$ cat config.mk
export PLATFORM = sky130hd
export DESIGN_NAME = reg_file_read_sequencer_flat
export DESIGN_NICKNAME = d
export VERILOG_FILES = /design/src/rtl/reg_file_read_sequencer_if.sv /design/src/rtl/reg_file_read_sequencer.sv /design/src/flat_wrapper.sv
export SDC_FILE = /design/constraint.sdc
export NUM_CORES = 1
export LEC_CHECK = 0
export CORE_ASPECT_RATIO = 0.7
export CORE_MARGIN = 4
export CORE_UTILIZATION = 47
export CTS_CLUSTER_SIZE = 40
export DETAILED_ROUTE_END_ITERATION = 6
export GPL_TIMING_DRIVEN = 0
export PLACE_DENSITY = 0.84
export SLEW_MARGIN = 20
export SYNTH_ARGS = -nofsm -noshare
export SYNTH_HDL_FRONTEND = slang
export SYNTH_SLANG_ARGS = --single-unit
$ cat constraint.sdc
create_clock -name clk -period 3 [get_ports clk]
set_clock_uncertainty 0.15 [all_clocks]
set_input_delay 0.3 -clock clk [delete_from_list [all_inputs] [get_ports clk]]
set_output_delay 0.3 -clock clk [all_outputs]
set_load 0.02 [all_outputs]
$ cat src/rtl/reg_file_read_sequencer_if.sv
// Command, register-snapshot and output-stream signals of the register-file read sequencer.
// The slave modport is the sequencer's view; master is the driver/consumer side.
interface reg_file_read_sequencer_if #(
    parameter int DATA_WIDTH = 8,
    parameter int ADDR_WIDTH = 2
);
    logic                  cmd_valid;
    logic                  cmd_ready;
    logic [ADDR_WIDTH-1:0] cmd_addr;
    logic [ADDR_WIDTH-1:0] cmd_len;
    logic [DATA_WIDTH-1:0] reg_data_0;
    logic [DATA_WIDTH-1:0] reg_data_1;
    logic [DATA_WIDTH-1:0] reg_data_2;
    logic                  out_valid;
    logic                  out_ready;
    logic [DATA_WIDTH-1:0] out_data;
    logic [ADDR_WIDTH-1:0] out_addr;
    logic                  out_last;
    logic                  err;
    logic                  busy;

    modport slave (
        input  cmd_valid, cmd_addr, cmd_len, reg_data_0, reg_data_1, reg_data_2, out_ready,
        output cmd_ready, out_valid, out_data, out_addr, out_last, err, busy
    );

    modport master (
        output cmd_valid, cmd_addr, cmd_len, reg_data_0, reg_data_1, reg_data_2, out_ready,
        input  cmd_ready, out_valid, out_data, out_addr, out_last, err, busy
    );
endinterface

$ cat src/rtl/reg_file_read_sequencer.sv
// Streams a wrapping burst of register-file words, one per beat, in response to
// (address, length) read commands; each word is snapshotted at the edge that presents it.
module reg_file_read_sequencer #(
    parameter int DATA_WIDTH = 8,
    parameter int NUM_REGS   = 3,
    parameter int ADDR_WIDTH = 2
) (
    input  logic                        clk,
    input  logic                        reset,
    reg_file_read_sequencer_if.slave    bus
);
    typedef enum logic [0:0] {
        ST_IDLE   = 1'b0,
        ST_STREAM = 1'b1
    } state_e;

    localparam logic [ADDR_WIDTH:0]   NUM_REGS_W = (ADDR_WIDTH + 1)'(NUM_REGS);
    localparam logic [ADDR_WIDTH-1:0] LAST_ADDR  = ADDR_WIDTH'(NUM_REGS - 1);
    localparam logic [ADDR_WIDTH-1:0] ZERO_ADDR  = {ADDR_WIDTH{1'b0}};

    state_e                state_q;
    logic                  cmd_ready_q;
    logic                  out_valid_q;
    logic [DATA_WIDTH-1:0] out_data_q;
    logic [ADDR_WIDTH-1:0] out_addr_q;
    logic                  out_last_q;
    logic                  err_q;
    logic                  busy_q;
    logic [ADDR_WIDTH-1:0] remaining_q;

    logic                  cmd_illegal_s;
    logic [ADDR_WIDTH-1:0] next_addr_d;
    logic [DATA_WIDTH-1:0] cmd_word_s;
    logic [DATA_WIDTH-1:0] next_word_s;

    function automatic logic [DATA_WIDTH-1:0] pick_word(
        input logic [ADDR_WIDTH-1:0] addr,
        input logic [DATA_WIDTH-1:0] d0,
        input logic [DATA_WIDTH-1:0] d1,
        input logic [DATA_WIDTH-1:0] d2
    );
        logic [DATA_WIDTH-1:0] w;
        case (addr)
            ADDR_WIDTH'(0): w = d0;
            ADDR_WIDTH'(1): w = d1;
            ADDR_WIDTH'(2): w = d2;
            default:        w = {DATA_WIDTH{1'b0}};
        endcase
        return w;
    endfunction

    // Command legality, wrapping next address and the two candidate word snapshots.
    always_comb begin
        cmd_illegal_s = ({1'b0, bus.cmd_addr} >= NUM_REGS_W) ||
                        (bus.cmd_len == ZERO_ADDR) ||
                        ({1'b0, bus.cmd_len} > NUM_REGS_W);
        if (out_addr_q == LAST_ADDR) begin
            next_addr_d = ZERO_ADDR;
        end else begin
            next_addr_d = out_addr_q + ADDR_WIDTH'(1);
        end
        cmd_word_s  = pick_word(bus.cmd_addr, bus.reg_data_0, bus.reg_data_1, bus.reg_data_2);
        next_word_s = pick_word(next_addr_d, bus.reg_data_0, bus.reg_data_1, bus.reg_data_2);
    end

    // Sequencer FSM with all outputs registered.
    always_ff @(posedge clk or negedge reset) begin
        if (!reset) begin
            state_q     <= ST_IDLE;
            cmd_ready_q <= 1'b0;
            out_valid_q <= 1'b0;
            out_data_q  <= {DATA_WIDTH{1'b0}};
            out_addr_q  <= ZERO_ADDR;
            out_last_q  <= 1'b0;
            err_q       <= 1'b0;
            busy_q      <= 1'b0;
            remaining_q <= ZERO_ADDR;
        end else begin
            err_q <= 1'b0;
            case (state_q)
                ST_IDLE: begin
                    cmd_ready_q <= 1'b1;
                    out_valid_q <= 1'b0;
                    out_last_q  <= 1'b0;
                    busy_q      <= 1'b0;
                    if (bus.cmd_valid && cmd_ready_q) begin
                        if (cmd_illegal_s) begin
                            err_q <= 1'b1;
                        end else begin
                            state_q     <= ST_STREAM;
                            cmd_ready_q <= 1'b0;
                            out_valid_q <= 1'b1;
                            busy_q      <= 1'b1;
                            out_data_q  <= cmd_word_s;
                            out_addr_q  <= bus.cmd_addr;
                            out_last_q  <= (bus.cmd_len == ADDR_WIDTH'(1));
                            remaining_q <= bus.cmd_len;
                        end
                    end
                end
                ST_STREAM: begin
                    // out_addr_q doubles as the burst's current address.
                    if (bus.out_ready) begin
                        if (out_last_q) begin
                            state_q     <= ST_IDLE;
                            cmd_ready_q <= 1'b1;
                            out_valid_q <= 1'b0;
                            out_last_q  <= 1'b0;
                            busy_q      <= 1'b0;
                        end else begin
                            out_addr_q  <= next_addr_d;
                            out_data_q  <= next_word_s;
                            remaining_q <= remaining_q - ADDR_WIDTH'(1);
                            out_last_q  <= (remaining_q == ADDR_WIDTH'(2));
                        end
                    end
                end
                default: begin
                    state_q     <= ST_IDLE;
                    cmd_ready_q <= 1'b0;
                    out_valid_q <= 1'b0;
                    out_last_q  <= 1'b0;
                    busy_q      <= 1'b0;
                end
            endcase
        end
    end

    assign bus.cmd_ready = cmd_ready_q;
    assign bus.out_valid = out_valid_q;
    assign bus.out_data  = out_data_q;
    assign bus.out_addr  = out_addr_q;
    assign bus.out_last  = out_last_q;
    assign bus.err       = err_q;
    assign bus.busy      = busy_q;
endmodule

$ cat src/flat_wrapper.sv
// flat-port wrapper written by rule: the top's interface ports become plain ports
module reg_file_read_sequencer_flat 
#(
    parameter int DATA_WIDTH = 8,
    parameter int NUM_REGS   = 3,
    parameter int ADDR_WIDTH = 2
)
  (clk, reset, bus_cmd_valid, bus_cmd_addr, bus_cmd_len, bus_reg_data_0, bus_reg_data_1, bus_reg_data_2, bus_out_ready, bus_cmd_ready, bus_out_valid, bus_out_data, bus_out_addr, bus_out_last, bus_err, bus_busy);
  reg_file_read_sequencer_if #(.DATA_WIDTH(DATA_WIDTH), .ADDR_WIDTH(ADDR_WIDTH)) bus_i ();
  input  logic clk;
  input  logic reset;
  input wire logic [$bits(bus_i.cmd_valid)-1:0] bus_cmd_valid;
  input wire logic [$bits(bus_i.cmd_addr)-1:0] bus_cmd_addr;
  input wire logic [$bits(bus_i.cmd_len)-1:0] bus_cmd_len;
  input wire logic [$bits(bus_i.reg_data_0)-1:0] bus_reg_data_0;
  input wire logic [$bits(bus_i.reg_data_1)-1:0] bus_reg_data_1;
  input wire logic [$bits(bus_i.reg_data_2)-1:0] bus_reg_data_2;
  input wire logic [$bits(bus_i.out_ready)-1:0] bus_out_ready;
  output wire logic [$bits(bus_i.cmd_ready)-1:0] bus_cmd_ready;
  output wire logic [$bits(bus_i.out_valid)-1:0] bus_out_valid;
  output wire logic [$bits(bus_i.out_data)-1:0] bus_out_data;
  output wire logic [$bits(bus_i.out_addr)-1:0] bus_out_addr;
  output wire logic [$bits(bus_i.out_last)-1:0] bus_out_last;
  output wire logic [$bits(bus_i.err)-1:0] bus_err;
  output wire logic [$bits(bus_i.busy)-1:0] bus_busy;
  assign bus_i.cmd_valid = bus_cmd_valid;
  assign bus_i.cmd_addr = bus_cmd_addr;
  assign bus_i.cmd_len = bus_cmd_len;
  assign bus_i.reg_data_0 = bus_reg_data_0;
  assign bus_i.reg_data_1 = bus_reg_data_1;
  assign bus_i.reg_data_2 = bus_reg_data_2;
  assign bus_i.out_ready = bus_out_ready;
  assign bus_cmd_ready = bus_i.cmd_ready;
  assign bus_out_valid = bus_i.out_valid;
  assign bus_out_data = bus_i.out_data;
  assign bus_out_addr = bus_i.out_addr;
  assign bus_out_last = bus_i.out_last;
  assign bus_err = bus_i.err;
  assign bus_busy = bus_i.busy;
  reg_file_read_sequencer #(.DATA_WIDTH(DATA_WIDTH), .NUM_REGS(NUM_REGS), .ADDR_WIDTH(ADDR_WIDTH)) u_core (.clk(clk), .reset(reset), .bus(bus_i));
endmodule
==> reports/qor.csv <==
stage;metric;value;unit
global_route;grt-ovfl-total;0;
clock_network;cts_made_buffers;3;
detailed_routing;drtIter0Drc;153;
clock_network;clockBufferDepth;2;
detailed_routing;via_per_inst;5.796;
floorplanning;initial_core_util;0.5040;
cells_and_area;final_common_cell;clkdlybuf4s50_1;
floorplanning;dieArea;3605;sq um
cells_and_area;fillers;212;
global_route;grt_max_degree;18;
sta;grt_setup_unrepaired;false;
detailed_routing;drt_first_pass_iters;4;
synth;synthSimpleGateAreaFrac;0.1767;
synth;yosys.area.top_type;dfrtp_1;
detailed_routing;wire_per_inst;17.06;microns
synth;syn_area;1267;sq um
synth;synthAdderAreaFrac;0.009872;
synth;yosys-top-cells-area;dfrtp_1 (34%), mux2i_1 (13%), nand2_1 (9.5%);
floorplanning;rows;15;
setup_path;crit_required;2.55;ns
clock_network;clk_latency;0.26;ns
power;irDropWorstVdd;504.6;uV
clock_network;clk_pin_slew;0.07;ns
cells_and_area;mostFrequentLayoutCells;clkdlybuf4s50_1 (46), nand2_1 (32), mux2i_1 (17), dfrtp_1 (17), o21ai_0 (11);
sta;setup_viol;0;
global_route;grt_usage;0.2273;
power;swShare;0.4403;
power;powerDensity;878.6;nW/um^2
synth;ys_seq_elements;17;
cells_and_area;drive_gt1_frac;0.09896;
cells_and_area;areaGrowthSynthToFinish;43.24;%
sta;period_share;0.5863;
setup_path;crit_family;buffers and inverters;
sta;relSlewSlack;0.4544;
synth;ys_warn_count;0;
setup_path;start_kind;flop;
synth;syn_inst;142;
global_route;grt_pass1_wl;6.265;mm
synth;synth.distinct_cells;33;
sta;period_needed;1.759;ns
sta;tightest_slew;0.8158;ns
sta;holdWs;0.3618;ns
global_route;grt_pass1_vias;1297;
power;pwr-share-clk;0.108;
synth;seq_area_frac_synth;0.3356;
cells_and_area;diodes;0;
synth;synth_mux_area_frac;0.1343;
sta;fmax;0.5685;GHz
clock_network;htreeDepth;1;
place;numPortBuffers;46;
synth;synth-async-reset-ratio;1.000;
synth;yosys.area.top_type_share;0.3356;
sta;hold_viol;0;
synth;synth_nets;175;
setup_path;criticalPathCategory;reg2out;
clock_network;cts_resized;0;
detailed_routing;route.detailed.drc;0;
setup_path;cp.arrival;1.31;ns
cells_and_area;nets;226;
cells_and_area;design_area;1815;sq um
detailed_routing;drt_wl_total;3.856;mm
sta;slew_violations;0;
setup_path;critical_path_peak_fanout;3;
synth;syn_area_per_cell;8.926;sq um
sta;finalSetupTns;0;ns
place;dpl.hpwl;2.869;mm
power;p_int;892.7;uW
power;p_comb_frac;0.624;
min_path;min_path_type;in2async;
power;seq_power_share;0.268;
clock_network;cts.sinks;17;
synth;synth_compound_area_frac;0.2547;
global_route;antenna_found_initial;0;
clock_network;root_buffer;clkbuf_8;
setup_path;slowest_stage;clkdlybuf4s50_1;
floorplanning;io_pins;47;
floorplanning;die_width;70.07;microns
synth;ys.flop_type;dfrtp_1;
floorplanning;core_area;2515;sq um
detailed_routing;vias;1310;
place;place_area;1770;sq um
setup_path;worst-path-buf-inv;2;
floorplanning;die_h;51.45;microns
power;p_leak;0.7685;nW
status;status;finished, final reports clean;
place;place_congestion;0.8438;
setup_path;endpoint_kind;output pin;
synth;synthXorXnorAreaFrac;0.006910;
synth;synth_top_family_by_area;compound AO/OA/AOI/OAI gates;
synth;synth_edf_count;0;
setup_path;crit_chain;buf_4 -> clkdlybuf4s50_1;
setup_path;slowest_delay;0.59;ns
clock_network;cts_tree;done;
job;cap_violations;0;
clock_network;post_cts_buffers;0;
power;power;1.595;mW
power;switchingPower;702.4;uW
detailed_routing;ant_nets;0;
clock_network;cts_hold_buf;0;
## power groups by stage
stage	Sequential, mW	Combinational (mW)	Clock [mW]
floorplan	0.519	0.521	0
global placement	0.421	0.963	0
detailed placement	0.428	0.992	0
CTS	0.426	0.996	0.175
global route	0.439	1.08	0.188
finish	0.427	0.996	0.172
## Yosys cell counts, types with 2 or more instances
cell,number
buf_4,2
o2bb2ai_1,7
nor2_1,5
inv_1,4
nand3b_1,2
o21ai_0,11
o22ai_1,2
a31oi_1,8
dfrtp_1,17
mux2i_1,17
nand2_1,32
buf_6,4
buf_2,5
a2bb2oi_1,7
## metrics by stage
step	setup WS [ns]	util	instances
after floorplan	1.472	-	142
after detailed placement	0.9953	0.7040	222
after CTS	1.235	0.7219	226
after global routing	1.185	0.7219	226
after global placement	1.014	0.7040	222
final	1.241	0.7219	226
## final cells by class
cell class | instances | area [sq um] | area share
plain buffers | 12 | 88.84 | 0.04893
clock buffers | 4 | 45.04 | 0.02481
inverters | 4 | 15.01 | 0.008270
multi-input cells | 109 | 738.2 | 0.4066
flip-flops and latches | 17 | 425.4 | 0.2343
well taps | 34 | 42.54 | 0.02343
repair buffers | 46 | 460.4 | 0.2536
## cell families (layout without fill, tap and decap cells)
kind of cell / count (synthesis) / after routing
adders and majority gates: 1 / 1
buffers and inverters: 16 / 66
xor gates and xnor gates: 1 / 1
AOI/OAI and AO/OA: 43 / 43
DFF: 17 / 17
and+or+nand+nor: 47 / 47
muxes: 17 / 17
## sequential cells by signal (all words and copies together) (netlist names)
signal                flops
u_core.state_q            1
u_core.bus.out_data       8
u_core.bus.err            1
u_core.bus.out_addr       2
u_core.remaining_q        2
u_core.bus.cmd_ready      1
u_core.bus.out_last       1
u_core.bus.out_valid      1
## worst paths after layout
check / slack, ns / end / startpoint / cells after the start
worst max register to register: 1.32 / u_core.bus.out_data[6] / u_core.state_q / 4
worst max-delay path: 1.24 / bus_out_valid / u_core.bus.out_valid / 2
max in group asynchronous: 1.83 / u_core.bus.out_data[3] / reset / 1
min in group clk: 0.37 / u_core.bus.cmd_ready / u_core.bus.cmd_ready / 2
worst min register to register: 0.37 / u_core.bus.cmd_ready / u_core.bus.cmd_ready / 2
worst min-delay path: 0.36 / u_core.bus.out_addr[0] / reset / 1
## routing by layer
layer / wire length [microns] / track usage
met1: 1647 / 0.2885
met2: 1792 / 0.3621
met3: 356 / 0.06483
met4: 60 / 0.1019
met5: 0 / 0
No activity file was read; power rests on OpenSTA's default activity.
